--- config.mk ---
export PLATFORM = sky130hd
export DESIGN_NAME = debounce_fsm
export DESIGN_NICKNAME = d
export VERILOG_FILES = /design/src/rtl/debounce_fsm.sv
export SDC_FILE = /design/constraint.sdc
export NUM_CORES = 1
export LEC_CHECK = 0
export ABC_AREA = 1
export BUFFER_PORTS_ARGS = -buffer_cell sky130_fd_sc_hd__buf_2
export CAP_MARGIN = 0
export CORE_MARGIN = 4
export CORE_UTILIZATION = 38
export DETAILED_ROUTE_END_ITERATION = 8
export GPL_TIMING_DRIVEN = 0
export REMOVE_ABC_BUFFERS = 1
export SLEW_MARGIN = 25
export SYNTH_ARGS = -nofsm -noshare
export SYNTH_HDL_FRONTEND = slang
export SYNTH_SLANG_ARGS = --single-unit
--- constraint.sdc ---
create_clock -name CLK -period 1.9 [get_ports CLK]
set_input_delay 0.38 -clock CLK [delete_from_list [all_inputs] [get_ports CLK]]
set_output_delay 0.38 -clock CLK [all_outputs]
set_load 0.03 [all_outputs]
--- src/rtl/debounce_fsm.sv ---
// debounce_fsm: synchronizes a raw bouncy switch and debounces it into a glitch-free level
//   CLK      in  system clock, all state updates on posedge
//   reset    in  asynchronous active-high reset
//   sw       in  raw asynchronous switch input
//   db_level out debounced level, decoded from state only
//   busy     out high while a candidate change is being timed
module debounce_fsm #(
  parameter int DEBOUNCE_CYCLES = 2_000_000,
  parameter int SYNC_STAGES     = 2
) (
  input  logic CLK,
  input  logic reset,
  input  logic sw,
  output logic db_level,
  output logic busy
);
  localparam int CW = DEBOUNCE_CYCLES > 1 ? $clog2(DEBOUNCE_CYCLES) : 1;
  localparam logic [CW-1:0] LOAD = CW'(DEBOUNCE_CYCLES - 1);
  typedef enum logic [1:0] {ZERO = 2'b00, WAIT1 = 2'b01, ONE = 2'b10, WAIT0 = 2'b11} state_t;
  state_t                 state_q;
  logic [CW-1:0]          cnt_q;
  logic [SYNC_STAGES-1:0] sync_q, sync_d;
  logic                   sw_sync;
  assign sync_d   = {sync_q[SYNC_STAGES-2:0], sw};
  assign sw_sync  = sync_q[SYNC_STAGES-1];
  assign db_level = (state_q == ONE) || (state_q == WAIT0);
  assign busy     = (state_q == WAIT1) || (state_q == WAIT0);
  always_ff @(posedge CLK or posedge reset)
    if (reset) begin
      sync_q  <= '0;
      state_q <= ZERO;
      cnt_q   <= '0;
    end else begin
      sync_q <= sync_d;
      case (state_q)
        ZERO:  if (sw_sync) begin
                 state_q <= WAIT1;
                 cnt_q   <= LOAD;
               end
        WAIT1: if (!sw_sync) state_q <= ZERO;
               else if (cnt_q == '0) state_q <= ONE;
               else cnt_q <= cnt_q - CW'(1);
        ONE:   if (!sw_sync) begin
                 state_q <= WAIT0;
                 cnt_q   <= LOAD;
               end
        WAIT0: if (sw_sync) state_q <= ONE;
               else if (cnt_q == '0) state_q <= ZERO;
               else cnt_q <= cnt_q - CW'(1);
        default: state_q <= ZERO;
      endcase
    end
endmodule

Word level (Yosys, flattened, before mapping). Index checks and enable logic that the tools add are counted.

Flip-flop bits (word level): 25. Bits in latches: 0. RAM bits: 0. ROM bits: 0. Input port bits: 3. Output and inout bits: 2. Word-level logic and storage cells: 32. Memories: 0.

Add/sub/neg operators: 1. $mul: 0. Div/mod/pow operators: 0. Magnitude comparators: 0. Equal/unequal tests: 9. Shift-type cells: 0. Muxes and demuxes: 13. Bitwise operators: 0. Reductions and logical operators: 6.

Operators by type and width (count): two-way mux 21 bit (5); one-hot mux 21 bit (4 select lines) (1); zero test 21 bit (1); subtractor 21 x 1 -> 21 bit (second input constant) (1); two-way mux 2 bit (6); inequality test 2 bit (second input constant) (4); one-hot mux 2 bit (4 select lines) (1); AND reduction 4 bit (2); inequality test 3 x 2 -> 1 bit (second input constant) (2); equality test 2 bit (second input constant) (2); equality test 2 x 1 -> 1 bit (second input constant) (1); zero test 2 bit (1); logical OR 1 bit (2).

Logic depth before layout (Yosys ltp). Gate-level depths: netlist of run 1.

Depth in word-level cells: 4. Gate-level depth with buffers: 10.

Worst setup path after synthesis of run 1. No wires, ideal clock.

Kind: register to register. Start: reg cnt_q[0]. End: reg cnt_q[8]. Setup time: 0.126 ns. Data arrival time: 1.408 ns. Setup slack: 0.366 ns. Cell stages (with the launch flop): 8. Clock period less this slack: 1.534 ns. Path through: dfrtp_1 clkinv_1 ha_1 nand2_1 nor2_1 or2_2 nand3_1 o21ai_0.

Word-level cells in the longest chain between the ends: 4. Elaborated cells between the ends (all ways): 6. Classes of those cells: add/sub (1); mux (4); reduce/logical (1).

Ends and longest elaborated chain: start: declaration (line 21) `logic [CW-1:0] cnt_q;`; start signal: assignment (line 42) `else cnt_q <= cnt_q - CW'(1);`; start signal: assignment (line 49) `else cnt_q <= cnt_q - CW'(1);`; subtractor 21 x 1 -> 21 bit or zero test 21 bit (tied branches); two-way mux 21 bit * (line 41, 48); two-way mux 21 bit (on tied branches) (line 47, 40); one-hot mux 21 bit (4 select lines) * (line 35) `case (state_q)`.

Every way passes the cells marked *; elsewhere a longest branch is shown, timed or not. The select of a mux whose other input is x is not followed. A chain may end at the register's enable or synchronous reset.

Final worst setup path of run 1.
Start: reg cnt_q[0]. End: reg cnt_q[3].

The elaborated chain is that of the path after synthesis.

==> impl_metrics.py, run 1 <==
metrics = {
    "outcome": {
        "outcome": "finished, final reports clean",
    },
    "die": {
        "io_pins": 5,
        "die_h_um": 72.8,
        "dieArea_sq_mm": 0.00529,
        "initial_core_util_pct": 39.6,
        "rows": 23,
        "core_area_sq_mm": 0.00403,
        "die_width_um": 72.8,
    },
    "sta": {
        "whs_ns": 0.135,
        "max_slew_margin_pct": 64.0,
        "finalClockSkew_ns": 0.00291,
        "setup_violations": 0,
        "finalHoldViolations": 0,
        "fin_tns_setup_ns": 0,
        "max_freq_ghz": 0.579,
        "min_period_ns": 1.73,
        "final.period_utilization_pct": 90.9,
        "tightest_slew_ns": 0.540,
        "slew_viol_final": 0,
        "rsz0062_at_grt": "true",
    },
    "grt": {
        "track_usage_pct": 15.5,
        "grt_max_degree": 26,
        "grt-ovfl-total": 0,
        "first_global_vias": 1426,
        "antenna_found_initial": 0,
        "grt_pass1_wl_mm": 6.42,
    },
    "placed_design": {
        "gp_congestion": 0.801,
        "dp_hpwl_mm": 2.44,
        "placedInstanceArea_sq_mm": 0.00163,
        "port_buffers": 4,
    },
    "setup_path": {
        "crit_top_cell": "o21ai_0",
        "slowest_stage": "dfrtp_1",
        "crit_start": "cnt_q[0]",
        "rrSetupSlack_ns": 0.17,
        "ff2ff_path_depth": 9,
        "critPathMaxStageDelay_ns": 0.41,
        "crit_required_ns": 2.06,
        "r2r-end": "cnt_q[3]",
        "worstPathArrival_ns": 1.89,
        "worstPathMaxFanout": 24,
        "cp_cell_sequence": "clkinvlp_4 > ha_4 > nand3_1 > nor2_2 > nand3_2 > nand2_8 > inv_8 > o21ai_0 > o21ai_0",
        "timing.rr.start": "cnt_q[0]",
        "crit_type": "reg -> reg",
        "end_kind": "flip-flop",
        "cp-start-kind": "flip-flop",
    },
    "drt": {
        "drt_iter0_markers": 96,
        "wl_per_cell_um": 12.0,
        "first_pass_iters": 4,
        "wl_mm": 3.41,
        "via_per_inst": 4.80,
        "detail-route-antenna-nets": 0,
        "drc_errors": 0,
        "vias": 1364,
    },
    "power_and_ir_drop": {
        "ir_drop_uv": 304,
        "p_leak_nw": 0.802,
        "power_density_mw_per_mm2": 669,
    },
    "worst_hold_path": {
        "hold_path.class": "in -> async",
    },
    "clock_tree": {
        "clk-insertion-delay-late_ns": 0.28,
        "cts_setup_buffers": 0,
        "cts.path.max_buffers": 2,
        "cts_tree": "done",
        "numCtsBuffers": 3,
        "hold_buffers": 0,
        "cts-root-buf": "clkbuf_8",
        "clock_sinks": 25,
        "clk_pin_slew_ns": 0.09,
        "cts.htree.levels": 1,
    },
    "logic_synthesis": {
        "synth-seq-area-share_pct": 39.2,
        "synth-main-ff-cell": "dfrtp_1",
        "synth_edf_count": 0,
        "avgSynthCellArea_sq_um": 6.84,
        "ys.warnings.count": 0,
        "synth_area_sq_mm": 0.00159,
        "yosysUniqueCellTypes": 22,
        "synthArstFlopShare_pct": 100,
        "synth-seq-cells": 25,
        "synthCells": 233,
    },
    "final_layout": {
        "layout_commonest_cell": "nand2_1",
        "area_growth_pct": 7.61,
        "n_antenna_cell": 0,
        "drive_above_1_share_pct": 12.0,
        "fin_area_sq_mm": 0.00172,
        "fin_nets": 240,
        "final_cell_mix": "73 x nand2_1, 32 x nor2_1, 30 x nand3_1",
    },
    "run": {
        "cap_violations": 0,
    },
}
[stage by stage]
stage | total power, W | worst slack (ns) | utilization (%) | instances
5_1_grt | 0.00123 | -0.00617 | 42.6 | 284
2_1_floorplan | 0.000765 | 0.218 | - | 226
4_1_cts | 0.00115 | 0.0477 | 41.7 | 284
6_report | 0.00115 | 0.172 | 42.6 | 284
3_3_place_gp | 0.000812 | 0.0337 | 40.6 | 280
3_5_place_dp | 0.000814 | 0.0152 | 40.6 | 280
[worst max path at each step]
| stage | end | slack (ns) | cells after the start |
|---|---|---|---|
| detailed placement | cnt_q[3] | 0.02 | 7 |
| CTS | cnt_q[3] | 0.05 | 9 |
| global route | cnt_q[16] | -0.006 | 8 |
| floorplan | cnt_q[0] | 0.22 | 7 |
| finish | cnt_q[3] | 0.17 | 9 |
| global placement | cnt_q[3] | 0.03 | 7 |
[flip-flops by register name, indices dropped and copies added (netlist names), named ones only]
name / count
cnt_q: 21
state_q: 1
sync_q: 2
[synthesized netlist by cell type (2+ instances only)]
library cell	instances	area, sq um
xor2_1	4	35.0
nor2_1	33	124
dfrtp_1	25	626
nand2_1	73	274
clkbuf_1	3	11.3
o21ai_2	4	35.0
buf_4	2	15.0
ha_1	2	25.0
nand4_1	4	25.0
or2_2	2	12.5
nor2_2	5	31.3
o21ai_0	16	80.1
nand3_1	30	150
inv_1	22	82.6
[cells by family (layout without fill, tap and decap cells)]
kind of cell	count (synthesis)	in the layout	synth area share, %
buffers and inverters	31	32	8.48
adders and majority gates	2	2	1.57
and+or+nand+nor	150	150	40.7
DFF	25	25	39.2
xor gates and xnor gates	5	5	2.75
AOI/OAI and AO/OA	20	20	7.22
[per-layer routing]
metal,vias up,part of all wire (%),track usage [%]
li1,736,-,-
met1,609,51,21.1
met2,14,44,25.2
met3,5,3.1,2.07
met4,0,1.8,5.53
met5,-,0,0
[where the power goes]
part / internal [W] / total, W / switching (W)
logic: 0.0000689 / 0.000206 / 0.000137
clock network: 0.000151 / 0.000332 / 0.000182
registers: 0.000565 / 0.000609 / 0.0000442
total: 0.000785 / 0.00115 / 0.000363
[worst max-delay path: cells and delay by family (launching register included)]
kind                       cells  cell delay, ns
adders and majority gates      1            0.16
AOI/OAI and AO/OA              2            0.19
DFF                            1            0.41
and+or+nand+nor                4            0.57
buffers and inverters          2            0.27
[final cells by class]
type	instances	area, sq um
Tap cell	50	62.6
Fill cell	444	2310
Clock buffer	4	45.0
Sequential cell	25	627
Inverter	24	101
Timing Repair Buffer	4	20.0
Multi-Input combinational cell	177	860
[repair_timing]
item	in CTS	in global routing
pin swaps	0	0
setup endpoints to repair	1	15
resized for setup	1	8
Note: power is estimated with default switching activity, not from simulation.
==> inputs of run 2 (changes only) <==
PLACE_DENSITY_LB_ADDON = 0.3   (was not set)
==> run 2 against run 1 <==
Net effect: clock skew about the same; non-clock buffer count increased by 5; worst setup slack got worse by 0.029 ns; hold slack got worse by 0.075 ns; flip-flop and latch count unchanged; global-route usage decreased by 0.22 points; sequential share of layout area decreased by 0.93 points; total power increased by 0.12%; utilization increased by 1.1 points; cell area increased by 2.6%; critical endpoint is now cnt_q[7]; largest power group unchanged; highest routed layer unchanged.
==> impl_metrics.py, run 2 (synthesis gave the netlist of run 1 again) <==
metrics = {
    "grt": {
        "antenna_found_initial": 0,
        "met3_usage_pct": 2.20,
        "first_global_vias": 1361,
        "grt-ovfl-total": 0,
        "met2_usage_pct": 23.7,
        "grt-busiest-layer": "met2",
        "use_met1_pct": 21.6,
        "grt_max_degree": 26,
        "grt_pass1_wl_mm": 6.36,
        "track_usage_pct": 15.3,
    },
    "sta": {
        "slew_viol_final": 0,
        "min_period_ns": 1.76,
        "tightest_slew_ns": 0.789,
        "whs_ns": 0.0595,
        "finalHoldViolations": 0,
        "setup_violations": 0,
        "fin_tns_setup_ns": 0,
        "worst_slack_ns": 0.143,
        "max_freq_ghz": 0.569,
        "finalClockSkew_ns": 0.00287,
        "final.period_utilization_pct": 92.5,
        "max_slew_margin_pct": 47.2,
    },
    "clock_tree": {
        "hold_buffers": 0,
        "cts-root-buf": "clkbuf_8",
        "numCtsBuffers": 3,
        "cts.path.max_buffers": 2,
        "cts_tree": "done",
        "cts.htree.levels": 1,
        "clock_sinks": 25,
        "clk-insertion-delay-late_ns": 0.28,
        "clk_pin_slew_ns": 0.09,
    },
    "final_layout": {
        "largest_reg_flops": 21,
        "fin_area_sq_mm": 0.00176,
        "fin_nets": 246,
        "reg_top3": "cnt_q (21), sync_q (2), state_q (1)",
        "layout_commonest_cell": "nand2_1",
        "n_antenna_cell": 0,
        "area_growth_pct": 10.4,
        "top_register": "cnt_q",
        "final_cell_mix": "73 x nand2_1, 31 x nor2_1, 30 x nand3_1",
        "drive_above_1_share_pct": 13.8,
    },
    "drt": {
        "detail-route-antenna-nets": 0,
        "wl_per_cell_um": 12.1,
        "drt_iter0_markers": 109,
        "via_per_inst": 4.87,
        "wl_mm": 3.50,
        "drc_errors": 0,
        "vias": 1411,
        "first_pass_iters": 6,
    },
    "power_and_ir_drop": {
        "internal_power_w": 0.000784,
        "p_leak_nw": 0.834,
        "power_switching_w": 0.000365,
        "seq_power_share_pct": 53.1,
        "pwr-share-comb_pct": 18.3,
        "power_w": 0.00115,
        "power_frac_clock_pct": 28.6,
        "swShare_pct": 31.8,
        "power_density_mw_per_mm2": 653,
        "ir_drop_uv": 285,
    },
    "die": {
        "dieArea_sq_mm": 0.00529,
        "die_h_um": 72.8,
        "core_area_sq_mm": 0.00403,
        "io_pins": 5,
        "die_width_um": 72.8,
        "rows": 23,
        "initial_core_util_pct": 39.6,
    },
    "setup_path": {
        "critPathMaxStageDelay_ns": 0.43,
        "crit_family": "simple AND/OR/NAND/NOR gates",
        "end_kind": "flip-flop",
        "slowest_stage": "dfrtp_1",
        "crit_required_ns": 2.06,
        "cp_cell_sequence": "clkinvlp_4 > ha_1 > nand3_1 > nor2_1 > nand3_2 > buf_4 > nand2_4 > o21ai_0",
        "worstPathMaxFanout": 12,
        "crit_type": "reg -> reg",
        "worstPathArrival_ns": 1.92,
        "worst-path-buf-inv": 2,
        "cp-start-kind": "flip-flop",
    },
    "placed_design": {
        "dp_hpwl_mm": 2.46,
        "gp_congestion": 0.809,
        "placedInstanceArea_sq_mm": 0.00163,
        "port_buffers": 4,
        "place_worst_setup_slack_ns": 0.0306,
    },
    "worst_hold_path": {
        "hold_path.class": "in -> async",
    },
    "run": {
        "cap_violations": 0,
    },
    "outcome": {
        "outcome": "finished, final reports clean",
    },
}
## run 2: cell types whose count changed in the layout (fill, tap and decap cells not counted), sizes merged
cell,previous run,this run
buf,4,9
clkinv,0,2
clkbuf,4,3
inv,23,22
nand2,74,75
## run 2: worst reg2reg max path: cells and delay by family, from the launching register on
| family | cells | cell delay, ns |
|---|---|---|
| and+or+nand+nor | 4 | 0.54 |
| AOI/OAI and AO/OA | 1 | 0.11 |
| DFF | 1 | 0.43 |
| adders and majority gates | 1 | 0.21 |
| buffers and inverters | 2 | 0.36 |
## run 2: area by class of cell
type / count / area (sq um)
clock inverters: 1 / 5.00
well taps: 50 / 62.6
inverters: 24 / 101
clock buffers: 3 / 41.3
multi-input cells: 178 / 858
flip-flops and latches: 25 / 627
repair buffers: 9 / 65.1
fillers: 438 / 2270
## run 2: power by group through the flow
| stage | Clock (W) | Sequential, W | Combinational, W |
|---|---|---|---|
| after floorplan | 0 | 0.000608 | 0.000157 |
| after global placement | 0 | 0.000619 | 0.000192 |
| after detailed placement | 0 | 0.000618 | 0.000196 |
| after CTS | 0.000338 | 0.000608 | 0.000197 |
| after global routing | 0.000359 | 0.000617 | 0.000246 |
| final | 0.000329 | 0.000610 | 0.000210 |
## run 2: path summary, 6_finish.rpt
| path | from | end | slack [ns] | cells after the start |
|---|---|---|---|---|
| min reg2reg | sync_q[0] | sync_q[1] | 0.35 | 0 |
| max in group asynchronous | reset | state_q[0] | 1.42 | 3 |
| min in group CLK | sw | sync_q[0] | 0.20 | 1 |
| max | cnt_q[0] | cnt_q[7] | 0.14 | 8 |
| min | reset | async pin | 0.06 | 2 |
| max reg2reg | cnt_q[0] | cnt_q[7] | 0.14 | 8 |
## run 2: what timing repair did
item,4_1_cts,5_1_grt
gates resized for setup,0,7
buffers inserted,0,4
endpoints found under the setup margin,0,16
## run 2: through the flow
stage	instances	utilization, %
2_1_floorplan	226	-
3_3_place_gp	280	40.6
3_5_place_dp	280	40.6
4_1_cts	284	41.7
5_1_grt	290	43.7
6_report	290	43.7
## run 2: metal layers
layer	up-vias	wire length [um]
met3	5	129
met4	0	63
met1	635	1720
li1	750	-
met2	21	1590
met5	-	0
==> inputs of run 3 (changes only) <==
BUFFER_PORTS_ARGS = -buffer_cell sky130_fd_sc_hd__buf_4   (was -buffer_cell sky130_fd_sc_hd__buf_2)
CORE_UTILIZATION = 50   (was 38)
==> run 3 against run 2 <==
Net effect: utilization increased by 12 points; cell area decreased by 3.4%; die area decreased by 22%; first-iteration DRC count decreased by 6.4%; global-route usage increased by 2.2 points; hold slack improved by 0.054 ns; clock power decreased by 25%; worst setup slack improved by 0.014 ns; fmax increased by 0.83%; register-to-register slack about the same; largest power group unchanged.
==> impl_metrics.py, run 3 (synthesis gave the netlist of run 1 again) <==
metrics = {
    "final_layout": {
        "largest_reg_flops": 21,
        "post_layout_nonfiller_instances": 280,
        "fin_nets": 242,
        "layout_commonest_cell": "nand2_1",
        "fill_cells": 317,
        "final_cell_mix": "73 x nand2_1, 32 x nor2_1, 30 x nand3_1",
        "drive_above_1_share_pct": 11.4,
        "n_antenna_cell": 0,
        "top_register": "cnt_q",
        "reg_top3": "cnt_q (21), sync_q (2), state_q (1)",
        "area_growth_pct": 6.67,
    },
    "setup_path": {
        "crit_required_ns": 2.12,
        "crit_type": "reg -> reg",
        "cp_cell_sequence": "clkinvlp_4 > ha_1 > nand3_1 > nor2_1 > nand3_2 > buf_4 > nand2_4 > o21ai_0",
        "cp-start-kind": "flip-flop",
        "end_kind": "flip-flop",
        "worstPathArrival_ns": 1.97,
        "critPathMaxStageDelay_ns": 0.43,
        "worstPathMaxFanout": 12,
        "slowest_stage": "dfrtp_1",
    },
    "run": {
        "cap_violations": 0,
    },
    "clock_tree": {
        "hold_buffers": 0,
        "cts_tree": "done",
        "clk-insertion-delay-late_ns": 0.33,
        "cts-root-buf": "clkbuf_4",
        "cts.path.max_buffers": 2,
        "cts.htree.levels": 1,
        "numCtsBuffers": 3,
        "clk_pin_slew_ns": 0.14,
        "clock_sinks": 25,
    },
    "die": {
        "die_h_um": 64.5,
        "initial_core_util_pct": 52.2,
        "io_pins": 5,
        "dieArea_sq_mm": 0.00416,
        "die_width_um": 64.5,
        "rows": 20,
        "core_area_sq_mm": 0.00305,
    },
    "sta": {
        "min_period_ns": 1.74,
        "finalHoldViolations": 0,
        "setup_violations": 0,
        "rsz0062_at_grt": "false",
        "max_freq_ghz": 0.574,
        "final.period_utilization_pct": 91.7,
        "fin_tns_setup_ns": 0,
        "slew_viol_final": 0,
        "tightest_slew_ns": 0.890,
        "finalClockSkew_ns": 0.00209,
        "max_slew_margin_pct": 40.3,
    },
    "drt": {
        "wl_per_cell_um": 11.8,
        "first_pass_iters": 4,
        "wl_met1_mm": 1.67,
        "met3_length_um": 129,
        "detail-route-antenna-nets": 0,
        "via_per_inst": 4.99,
        "highest_layer": "met4",
        "vias": 1397,
        "dr_wl_met2_mm": 1.46,
        "drt_iter0_markers": 102,
        "drc_errors": 0,
        "wl_mm": 3.30,
    },
    "power_and_ir_drop": {
        "p_leak_nw": 0.804,
        "power_frac_clock_pct": 23.3,
        "power_density_mw_per_mm2": 623,
        "ir_drop_uv": 381,
        "pwr-share-comb_pct": 19.2,
        "swShare_pct": 32.5,
        "power_switching_w": 0.000345,
        "seq_power_share_pct": 57.5,
        "internal_power_w": 0.000715,
    },
    "grt": {
        "antenna_found_initial": 0,
        "grt_pass1_wl_mm": 5.77,
        "first_global_vias": 1244,
        "track_usage_pct": 17.4,
        "grt_max_degree": 26,
        "grt-ovfl-total": 0,
    },
    "placed_design": {
        "gp_congestion": 0.858,
        "place_inst": 274,
        "port_buffers": 4,
        "dp_hpwl_mm": 2.25,
    },
    "worst_hold_path": {
        "hold_path.class": "in -> async",
    },
    "outcome": {
        "outcome": "finished, final reports clean",
    },
}
## run 3: cell types whose count changed in the layout (fill, tap and decap cells not counted), sizes merged
cell,change
clkinv,-1
buf,-4
clkbuf,+1
## run 3: power groups by stage
stage,clock network [W],registers [W],logic [W]
2_1_floorplan,0,0.000608,0.000157
3_3_place_gp,0,0.000617,0.000195
3_5_place_dp,0,0.000618,0.000196
4_1_cts,0.000251,0.000607,0.000197
5_1_grt,0.000274,0.000616,0.000238
6_report,0.000247,0.000609,0.000203
## run 3: critical path: cells and delay by family (launching register included)
| kind | cells | cell delay, ns |
|---|---|---|
| buffers and inverters | 2 | 0.35 |
| DFF | 1 | 0.43 |
| and+or+nand+nor | 4 | 0.54 |
| AOI/OAI and AO/OA | 1 | 0.11 |
| adders and majority gates | 1 | 0.20 |
## run 3: per-stage QoR
| step | instance area [sq um] | total power, W | hold WS [ns] | util (%) | setup WS (ns) |
|---|---|---|---|---|---|
| after floorplan | 1550 | 0.000765 | 0.331 | - | 0.218 |
| after global placement | 1640 | 0.000812 | 0.333 | 53.6 | 0.0464 |
| after detailed placement | 1640 | 0.000814 | 0.340 | 53.6 | 0.0504 |
| after CTS | 1660 | 0.00106 | 0.148 | 54.5 | 0.0184 |
| after global routing | 1700 | 0.00113 | 0.131 | 55.7 | 0.0196 |
| final | 1700 | 0.00106 | 0.113 | 55.7 | 0.158 |
## run 3: cell type report
cell class / count / area (sq um) / share of cell area, %
multi-input cells: 178 / 856 / 50.3
inverters: 24 / 98.8 / 5.81
clock buffers: 4 / 26.3 / 1.55
well taps: 44 / 55.1 / 3.24
flip-flops and latches: 25 / 627 / 36.9
repair buffers: 5 / 37.5 / 2.21
## run 3: per-layer routing
layer | GRT usage, % | vias up
met2 | 26.8 | 26
met3 | 2.60 | 5
met4 | 5.54 | 0
met5 | 0 | -
li1 | - | 743
met1 | 25.2 | 623
## run 3: final timing paths
check | start | to | slack [ns] | cells after the start
worst max-delay path | cnt_q[0] | cnt_q[7] | 0.16 | 8
worst max register to register | cnt_q[0] | cnt_q[7] | 0.16 | 8
worst min register to register | sync_q[0] | sync_q[1] | 0.37 | 0
worst min-delay path | reset | cnt_q[18] | 0.11 | 2
min in group CLK | sw | sync_q[0] | 0.15 | 1
max in group asynchronous | reset | state_q[0] | 1.34 | 2
## run 3: timing repair
action	4_1_cts	5_1_grt
gates resized for setup	0	5
setup endpoints to repair	0	14
setup buffers	0	1
